$ cat src/rtl/uart_cmd_pkg.sv
// Shared constants, FSM encoding and byte classifiers for the UART command parser.
package uart_cmd_pkg;

   // Frame characters
   localparam logic [7:0] CH_LPAR = 8'h28;
   localparam logic [7:0] CH_RPAR = 8'h29;
   localparam logic [7:0] CH_HASH = 8'h23;
   localparam logic [7:0] CH_0    = 8'h30;
   localparam logic [7:0] CH_9    = 8'h39;
   localparam logic [7:0] CH_A    = 8'h41;
   localparam logic [7:0] CH_Z    = 8'h5A;

   // Drop causes reported on err_code
   localparam logic [1:0] ERR_SYNTAX = 2'd0;
   localparam logic [1:0] ERR_OVF    = 2'd1;
   localparam logic [1:0] ERR_TMO    = 2'd2;

   typedef enum logic [1:0] {
      ST_IDLE    = 2'd0,
      ST_GET_ID  = 2'd1,
      ST_GET_DIG = 2'd2,
      ST_GET_END = 2'd3
   } state_t;

   function automatic logic is_digit(input logic [7:0] b);
      return (b >= CH_0) && (b <= CH_9);
   endfunction

   function automatic logic is_upper(input logic [7:0] b);
      return (b >= CH_A) && (b <= CH_Z);
   endfunction

endpackage

$ cat src/rtl/uart_cmd_parser_if.sv
// Byte-in / command-out bundle between the UART receiver side and the parser.
//
// Handshake: there is no ready. rx_valid is a one-cycle strobe and the
// parser consumes rx_data in every cycle rx_valid is high, including
// back-to-back cycles. cmd_valid and err_pulse are one-cycle strobes with no
// back-pressure; cmd_id/cmd_arg/err_code/frame_cnt hold their value between
// strobes. dbg_state exposes the parser FSM state for observation.
interface uart_cmd_parser_if;
   import uart_cmd_pkg::*;

   logic [7:0] rx_data;
   logic       rx_valid;
   logic       cmd_valid;
   logic [7:0] cmd_id;
   logic [7:0] cmd_arg;
   logic       err_pulse;
   logic [1:0] err_code;
   logic [7:0] frame_cnt;
   state_t     dbg_state;

   modport master (
      output rx_data, rx_valid,
      input  cmd_valid, cmd_id, cmd_arg, err_pulse, err_code, frame_cnt, dbg_state
   );

   modport slave (
      input  rx_data, rx_valid,
      output cmd_valid, cmd_id, cmd_arg, err_pulse, err_code, frame_cnt, dbg_state
   );

endinterface

$ cat src/rtl/cmd_gap_timer.sv
// Inter-byte gap timer. The register holds the cycles remaining before
// expiry; reset and clear load the full budget, i.e. zero cycles elapsed.
// expire_o is high in the cycle the budget is used up (CYCLES-1 cycles
// elapsed since the last clear) unless a clear arrives in that same cycle.
module cmd_gap_timer #(
   parameter int unsigned CYCLES = 5_000_000
) (
   input  logic clk,
   input  logic rst_n,
   input  logic clr_i,
   input  logic en_i,
   output logic expire_o
);

   localparam int unsigned W = (CYCLES > 2) ? $clog2(CYCLES) : 1;
   localparam logic [W-1:0] LOAD = W'(CYCLES - 1);

   logic [W-1:0] cnt_q, cnt_d;

   // Next count: reload on clear, otherwise count down and stop at zero
   always_comb begin
      cnt_d = cnt_q;
      if (clr_i) begin
         cnt_d = LOAD;
      end else if (en_i && (cnt_q != '0)) begin
         cnt_d = cnt_q - W'(1);
      end
   end

   // Count register
   always_ff @(posedge clk or negedge rst_n) begin
      if (!rst_n) begin
         cnt_q <= LOAD;
      end else begin
         cnt_q <= cnt_d;
      end
   end

   assign expire_o = en_i && !clr_i && (cnt_q == '0);

endmodule

$ cat src/rtl/uart_cmd_parser.sv
// Decodes "(" ID digits ")" "#" command frames from the UART byte stream and
// publishes the ID and 8-bit argument of each good frame; drops and reports
// malformed, oversized or stalled frames.
module uart_cmd_parser
   import uart_cmd_pkg::*;
#(
   parameter int unsigned TIMEOUT_CYC = 5_000_000
) (
   input  logic            clk,
   input  logic            rst_n,
   uart_cmd_parser_if.slave bus
);

   state_t      state_q, state_d;
   logic [7:0]  id_q, id_d;
   logic [9:0]  acc_q, acc_d;
   logic [1:0]  dig_cnt_q, dig_cnt_d;
   logic [7:0]  cmd_id_q, cmd_id_d;
   logic [7:0]  cmd_arg_q, cmd_arg_d;
   logic        cmd_valid_q, cmd_valid_d;
   logic        err_pulse_q, err_pulse_d;
   logic [1:0]  err_code_q, err_code_d;
   logic [7:0]  frame_cnt_q, frame_cnt_d;

   logic        tmr_clr, tmr_en, tmr_expire;
   logic [11:0] acc_next;

   // Timer runs only inside a frame and restarts on every received byte
   assign tmr_clr = bus.rx_valid || (state_q == ST_IDLE);
   assign tmr_en  = (state_q != ST_IDLE);

   cmd_gap_timer #(
      .CYCLES (TIMEOUT_CYC)
   ) u_gap_timer (
      .clk      (clk),
      .rst_n    (rst_n),
      .clr_i    (tmr_clr),
      .en_i     (tmr_en),
      .expire_o (tmr_expire)
   );

   // Wide enough that 255*10+9 cannot wrap back below the 255 limit
   assign acc_next = ({2'b00, acc_q} * 12'd10) + {8'h00, bus.rx_data[3:0]};

   // Frame parser: next state, partial-frame fields and result strobes
   always_comb begin
      state_d     = state_q;
      id_d        = id_q;
      acc_d       = acc_q;
      dig_cnt_d   = dig_cnt_q;
      cmd_id_d    = cmd_id_q;
      cmd_arg_d   = cmd_arg_q;
      cmd_valid_d = 1'b0;
      err_pulse_d = 1'b0;
      err_code_d  = err_code_q;
      frame_cnt_d = frame_cnt_q;

      if (bus.rx_valid) begin
         if ((state_q != ST_IDLE) && (bus.rx_data == CH_LPAR)) begin
            // A fresh "(" mid-frame drops the old frame and starts a new one
            err_pulse_d = 1'b1;
            err_code_d  = ERR_SYNTAX;
            acc_d       = '0;
            dig_cnt_d   = '0;
            state_d     = ST_GET_ID;
         end else begin
            unique case (state_q)
               ST_IDLE: begin
                  if (bus.rx_data == CH_LPAR) begin
                     state_d = ST_GET_ID;
                  end
               end
               ST_GET_ID: begin
                  if (is_upper(bus.rx_data)) begin
                     id_d      = bus.rx_data;
                     acc_d     = '0;
                     dig_cnt_d = '0;
                     state_d   = ST_GET_DIG;
                  end else begin
                     err_pulse_d = 1'b1;
                     err_code_d  = ERR_SYNTAX;
                     state_d     = ST_IDLE;
                  end
               end
               ST_GET_DIG: begin
                  if (is_digit(bus.rx_data)) begin
                     if ((dig_cnt_q == 2'd3) || (acc_next > 12'd255)) begin
                        err_pulse_d = 1'b1;
                        err_code_d  = ERR_OVF;
                        state_d     = ST_IDLE;
                     end else begin
                        acc_d     = acc_next[9:0];
                        dig_cnt_d = dig_cnt_q + 2'd1;
                     end
                  end else if ((bus.rx_data == CH_RPAR) && (dig_cnt_q != 2'd0)) begin
                     state_d = ST_GET_END;
                  end else begin
                     err_pulse_d = 1'b1;
                     err_code_d  = ERR_SYNTAX;
                     state_d     = ST_IDLE;
                  end
               end
               ST_GET_END: begin
                  if (bus.rx_data == CH_HASH) begin
                     cmd_valid_d = 1'b1;
                     cmd_id_d    = id_q;
                     cmd_arg_d   = acc_q[7:0];
                     frame_cnt_d = frame_cnt_q + 8'd1;
                  end else begin
                     err_pulse_d = 1'b1;
                     err_code_d  = ERR_SYNTAX;
                  end
                  state_d = ST_IDLE;
               end
               default: state_d = ST_IDLE;
            endcase
         end
      end else if (tmr_expire) begin
         // Stalled frame; a byte in the expiry cycle takes priority above
         err_pulse_d = 1'b1;
         err_code_d  = ERR_TMO;
         state_d     = ST_IDLE;
      end
   end

   // State and output registers; reset discards any partial frame silently
   always_ff @(posedge clk or negedge rst_n) begin
      if (!rst_n) begin
         state_q     <= ST_IDLE;
         id_q        <= 8'h00;
         acc_q       <= '0;
         dig_cnt_q   <= '0;
         cmd_id_q    <= 8'h00;
         cmd_arg_q   <= 8'h00;
         cmd_valid_q <= 1'b0;
         err_pulse_q <= 1'b0;
         err_code_q  <= ERR_SYNTAX;
         frame_cnt_q <= 8'h00;
      end else begin
         state_q     <= state_d;
         id_q        <= id_d;
         acc_q       <= acc_d;
         dig_cnt_q   <= dig_cnt_d;
         cmd_id_q    <= cmd_id_d;
         cmd_arg_q   <= cmd_arg_d;
         cmd_valid_q <= cmd_valid_d;
         err_pulse_q <= err_pulse_d;
         err_code_q  <= err_code_d;
         frame_cnt_q <= frame_cnt_d;
      end
   end

   assign bus.cmd_valid = cmd_valid_q;
   assign bus.cmd_id    = cmd_id_q;
   assign bus.cmd_arg   = cmd_arg_q;
   assign bus.err_pulse = err_pulse_q;
   assign bus.err_code  = err_code_q;
   assign bus.frame_cnt = frame_cnt_q;
   assign bus.dbg_state = state_q;

endmodule

$ cat src/flat_wrapper.sv
// flat-port wrapper written by rule: the top's interface ports become plain ports
module uart_cmd_parser_flat import uart_cmd_pkg::*;
#(
   parameter int unsigned TIMEOUT_CYC = 5_000_000
)
  (clk, rst_n, bus_rx_data, bus_rx_valid, bus_cmd_valid, bus_cmd_id, bus_cmd_arg, bus_err_pulse, bus_err_code, bus_frame_cnt, bus_dbg_state);
  uart_cmd_parser_if bus_i ();
  input  logic clk;
  input  logic rst_n;
  input wire logic [$bits(bus_i.rx_data)-1:0] bus_rx_data;
  input wire logic [$bits(bus_i.rx_valid)-1:0] bus_rx_valid;
  output wire logic [$bits(bus_i.cmd_valid)-1:0] bus_cmd_valid;
  output wire logic [$bits(bus_i.cmd_id)-1:0] bus_cmd_id;
  output wire logic [$bits(bus_i.cmd_arg)-1:0] bus_cmd_arg;
  output wire logic [$bits(bus_i.err_pulse)-1:0] bus_err_pulse;
  output wire logic [$bits(bus_i.err_code)-1:0] bus_err_code;
  output wire logic [$bits(bus_i.frame_cnt)-1:0] bus_frame_cnt;
  output wire logic [$bits(bus_i.dbg_state)-1:0] bus_dbg_state;
  assign bus_i.rx_data = bus_rx_data;
  assign bus_i.rx_valid = bus_rx_valid;
  assign bus_cmd_valid = bus_i.cmd_valid;
  assign bus_cmd_id = bus_i.cmd_id;
  assign bus_cmd_arg = bus_i.cmd_arg;
  assign bus_err_pulse = bus_i.err_pulse;
  assign bus_err_code = bus_i.err_code;
  assign bus_frame_cnt = bus_i.frame_cnt;
  assign bus_dbg_state = bus_i.dbg_state;
  uart_cmd_parser #(.TIMEOUT_CYC(TIMEOUT_CYC)) u_core (.clk(clk), .rst_n(rst_n), .bus(bus_i));
endmodule
$ cat config.mk
export PLATFORM = sky130hd
export DESIGN_NAME = uart_cmd_parser_flat
export DESIGN_NICKNAME = d
export VERILOG_FILES = /design/src/rtl/uart_cmd_pkg.sv /design/src/rtl/uart_cmd_parser_if.sv /design/src/rtl/cmd_gap_timer.sv /design/src/rtl/uart_cmd_parser.sv /design/src/flat_wrapper.sv
export SDC_FILE = /design/constraint.sdc
export NUM_CORES = 1
export LEC_CHECK = 0
export BUFFER_PORTS_ARGS = -buffer_cell sky130_fd_sc_hd__buf_2
export CAP_MARGIN = 5
export CORE_ASPECT_RATIO = 1.25
export CORE_UTILIZATION = 40
export DETAILED_ROUTE_END_ITERATION = 10
export GPL_TIMING_DRIVEN = 0
export SLEW_MARGIN = 20
export SYNTH_ARGS = -nofsm -noshare
export SYNTH_HDL_FRONTEND = slang
export SYNTH_SLANG_ARGS = --single-unit
$ cat constraint.sdc
create_clock -name clk -period 3 [get_ports clk]
set_input_delay 0.15 -clock clk [delete_from_list [all_inputs] [get_ports clk]]
set_output_delay 0.15 -clock clk [all_outputs]
set_load 0.01 [all_outputs]
==> impl_results.md <==
* Status: finished, violations left
* Failing checks: negative setup slack
* Cell Area, Placed at 4558 um2
* Async set-reset flop share out of synthesis at 1.000
* Hold Path Sink: u_core.id_q[1]$_DFFE_PN0P_
* Vias at 3213
* Slew Viols, Final at 0
* Hold Worst Slack at 118.2 ps
* Syn. warnings at 0
* First-pass DRT Iterations at 4
* Worst hold-check path type: input port to flop
* Initial Utilization at 0.4108
* Num ports at 41
* Slowest library cell on the worst path: dfrtp_2
* Post-Layout Inst Area at 5280 um2
* Routed Antenna Nets at 0
* Hpwl dp at 6.281 mm
* Yosys top cell area share at 0.3617
* Worst ir drop on vdd at 0.3325 mV
* Worst reg2reg endpoint: u_core.dig_cnt_q[0]$_DFFE_PN0P_
* Syn_nets at 432
* Nature of the critical path startpoint: flop
* Die Area at 10790 um2
* Cell depth of the worst hold path at 2
* Hold Fails Final Rpt at 0
* Clock Skews at 5.516 ps
* Core Rows at 41
* Share of cells above drive strength 1 at 0.3588
* Routed vias/inst at 5.355
* Post-synthesis sequential area ratio at 0.4439
* Largest net degree at the start of global routing at 54
* Top post-synthesis cells by area: dfrtp_1 (36%), dfstp_2 (8.2%), ha_1 (7.8%), mux2_2 (6.5%), xnor2_1 (4.2%)
* CTS buffer count at 9
* Synth top cells by count: dfrtp_1 (60), nor2_1 (38), nand2_1 (30)
* Critical path class: flop to flop
* Gpl congestion at 0.8267
* Design Power at 2839 uW
* Wire length of the first global-routing pass at 15.27 mm
* MaxCap Viol Count at 0
* Vias in the first global route at 3169
* P_leak at 0.002463 uW
* Total wire length at 9.321 mm
* Final period util at 1.115
* R2R Setup Slk at -350 ps
* Remaining DRCs at 0
* Total track usage at 0.1822
* Worst Min Path Start: bus_rx_data[1]
* CP max stage delay at 430 ps
* Die Y at 115.9 um
* CTS root buf: clkbuf_16
* Clock Pin Slew Worst Setup and Hold Paths at 60 ps
* I/O Buffers at 40
* Clk_lat worst skew at 340 ps
* R2R depth at 14
* Initial antenna violation count at 0
* Worst Max-Slew Pin Slew at 773.1 ps
* Synthesized flop and latch total at 73
* Netlist cell types at 62
* Area delta synth->final at 27.18%
* H-tree Lvls at 3
* Data required, critical path at 3270 ps
* Max_slew headroom at 0.4827
* Setup crit end kind: flop
* Clock Path Buffers at 2
* Most frequent cell after synthesis: dfrtp_1
* Crit-path cells: ha_4 -> ha_4 -> fa_2 -> a211oi_4 -> nor2_2 -> buf_4 -> nor3_2 -> mux2i_2 -> o21ai_2 -> a41oi_4 -> buf_4 -> buf_6 -> or3_1 -> nand4_1
* RSZ-0062 raised after global routing: true
* Nets at 505
* FILL cells at 884
* Clk sink count at 73
* Post-placement setup slack at -594.4 ps
* Layout Utilization at 0.5225
* Final setup vio count at 17
* Mapped Area at 4151 um2
* Post-DR wirelength/cell at 15.54 um
* Prevailing post-synth register cell: dfrtp_1
* Fin worst setup slack at -345.7 ps
* R2r startpoint: u_core.acc_q[1]$_DFFE_PN0P_
* Crit path DAT at 3610 ps
* Fin crit period at 3346 ps
* Number of DRC markers in iteration 0 at 98
* Cells after Synth at 393
* Ant. Diodes at 0
* Core ar. at 10110 um2
* Cell taking the most area after synthesis: dfrtp_1
* Syn Area/Cell at 10.56 um2
* Top fanout value on the critical path at 3
* Max Freq at 0.2989 GHz
* Die W at 93.12 um
* Post-synth EDFFs at 0
* Grt ovf at 0
* Cell area power density at 537.7 nW/um2
* CTS tree: done
[cells by family (layout without fill, tap and decap cells)]
logic type	Yosys count	in the layout	share of synthesized area
AO/OA/AOI/OAI	57	57	0.1019
XOR/XNOR	31	31	0.06540
adder cells (fa/ha/maj)	28	28	0.08800
buffers and inverters	19	97	0.01838
flip-flops	73	73	0.4439
multiplexers	25	25	0.06751
AND/OR/NAND/NOR	160	160	0.2149
[worst max path at each step]
stage | from | to | slack [ps] | cells past startpoint
2_1_floorplan | u_core.acc_q[1]$_DFFE_PN0P_ | u_core.acc_q[7]$_DFFE_PN0P_ | -130 | 12
3_3_place_gp | u_core.acc_q[1]$_DFFE_PN0P_ | u_core.dig_cnt_q[1]$_DFFE_PN0P_ | -540 | 11
3_5_place_dp | u_core.acc_q[1]$_DFFE_PN0P_ | u_core.acc_q[3]$_DFFE_PN0P_ | -590 | 11
4_1_cts | u_core.acc_q[1]$_DFFE_PN0P_ | u_core.bus.dbg_state[0]$_DFFE_PN0P_ | -290 | 12
5_1_grt | u_core.acc_q[1]$_DFFE_PN0P_ | u_core.dig_cnt_q[0]$_DFFE_PN0P_ | -460 | 14
6_report | u_core.acc_q[1]$_DFFE_PN0P_ | u_core.dig_cnt_q[0]$_DFFE_PN0P_ | -350 | 14
[flip-flops by register name (all words and copies together), names as in the netlist]
signal	flops
u_core.u_gap_timer.cnt_q	23
u_core.acc_q	10
u_core.bus.cmd_arg	8
u_core.bus.cmd_id	8
u_core.bus.frame_cnt	8
u_core.id_q	8
u_core.bus.dbg_state	2
u_core.bus.err_code	2
u_core.dig_cnt_q	2
u_core.bus.cmd_valid	1
u_core.bus.err_pulse	1
[cell type report]
type | instances | area [um2] | area share
Multi-Input combinational cell | 301 | 2446 | 0.4633
Sequential cell | 73 | 1847 | 0.3498
Timing Repair Buffer | 62 | 414.1 | 0.07844
Clock buffer | 12 | 256.5 | 0.04858
Tap cell | 129 | 161.4 | 0.03057
Clock inverter | 4 | 75.07 | 0.01422
Inverter | 13 | 48.80 | 0.009242
Buffer | 6 | 31.28 | 0.005924
[critical path: cells and delay by family, from the launching register on]
| family | cells | cell delay, ps |
|---|---|---|
| compound gates | 3 | 750 |
| fa+ha+maj | 3 | 810 |
| buf+inv | 3 | 450 |
| flops | 1 | 430 |
| mux | 1 | 100 |
| simple gates | 4 | 710 |
[what timing repair did]
action / CTS / global route
setup endpoints to repair: 17 / 17
hold endpoints to repair: 20 / 0
gates resized for setup: 34 / 9
cloned: 1 / 0
setup buffers: 10 / 10
hold buffers: 1 / 0
pin swaps: 16 / 16
[power by group]
group / internal, uW / switching, uW / total [uW] / leakage, uW
clock: 773 / 409 / 1180 / 0.000155
combinational: 227 / 312 / 539 / 0.00135
sequential: 1060 / 56.5 / 1120 / 0.000957
total: 2060 / 777 / 2840 / 0.00246
[stage by stage]
stage	setup TNS, ps	std cells
after CTS	-3706	590
after floorplan	-1263	393
after global routing	-6207	600
after global placement	-6941	562
after detailed placement	-7676	563
final	-4491	600
[per-layer routing]
layer | global-route usage | up-vias | wire [um]
li1 | - | 1553 | -
met1 | 0.2241 | 1581 | 4156
met2 | 0.3034 | 65 | 4642
met3 | 0.04265 | 14 | 331
met4 | 0.08410 | 0 | 191
met5 | 0 | - | 0
[placed cells by master, fill, tap and decap left out, drive strengths merged, types with 12 or more instances in the layout]
cell / n
nor2: 39
mux2: 24
inv: 12
dfstp: 13
a21oi: 14
ha: 26
dfrtp: 60
buf: 64
nand2: 33
xnor2: 20
clkbuf: 15
Note: power is estimated with default switching activity, not from simulation.
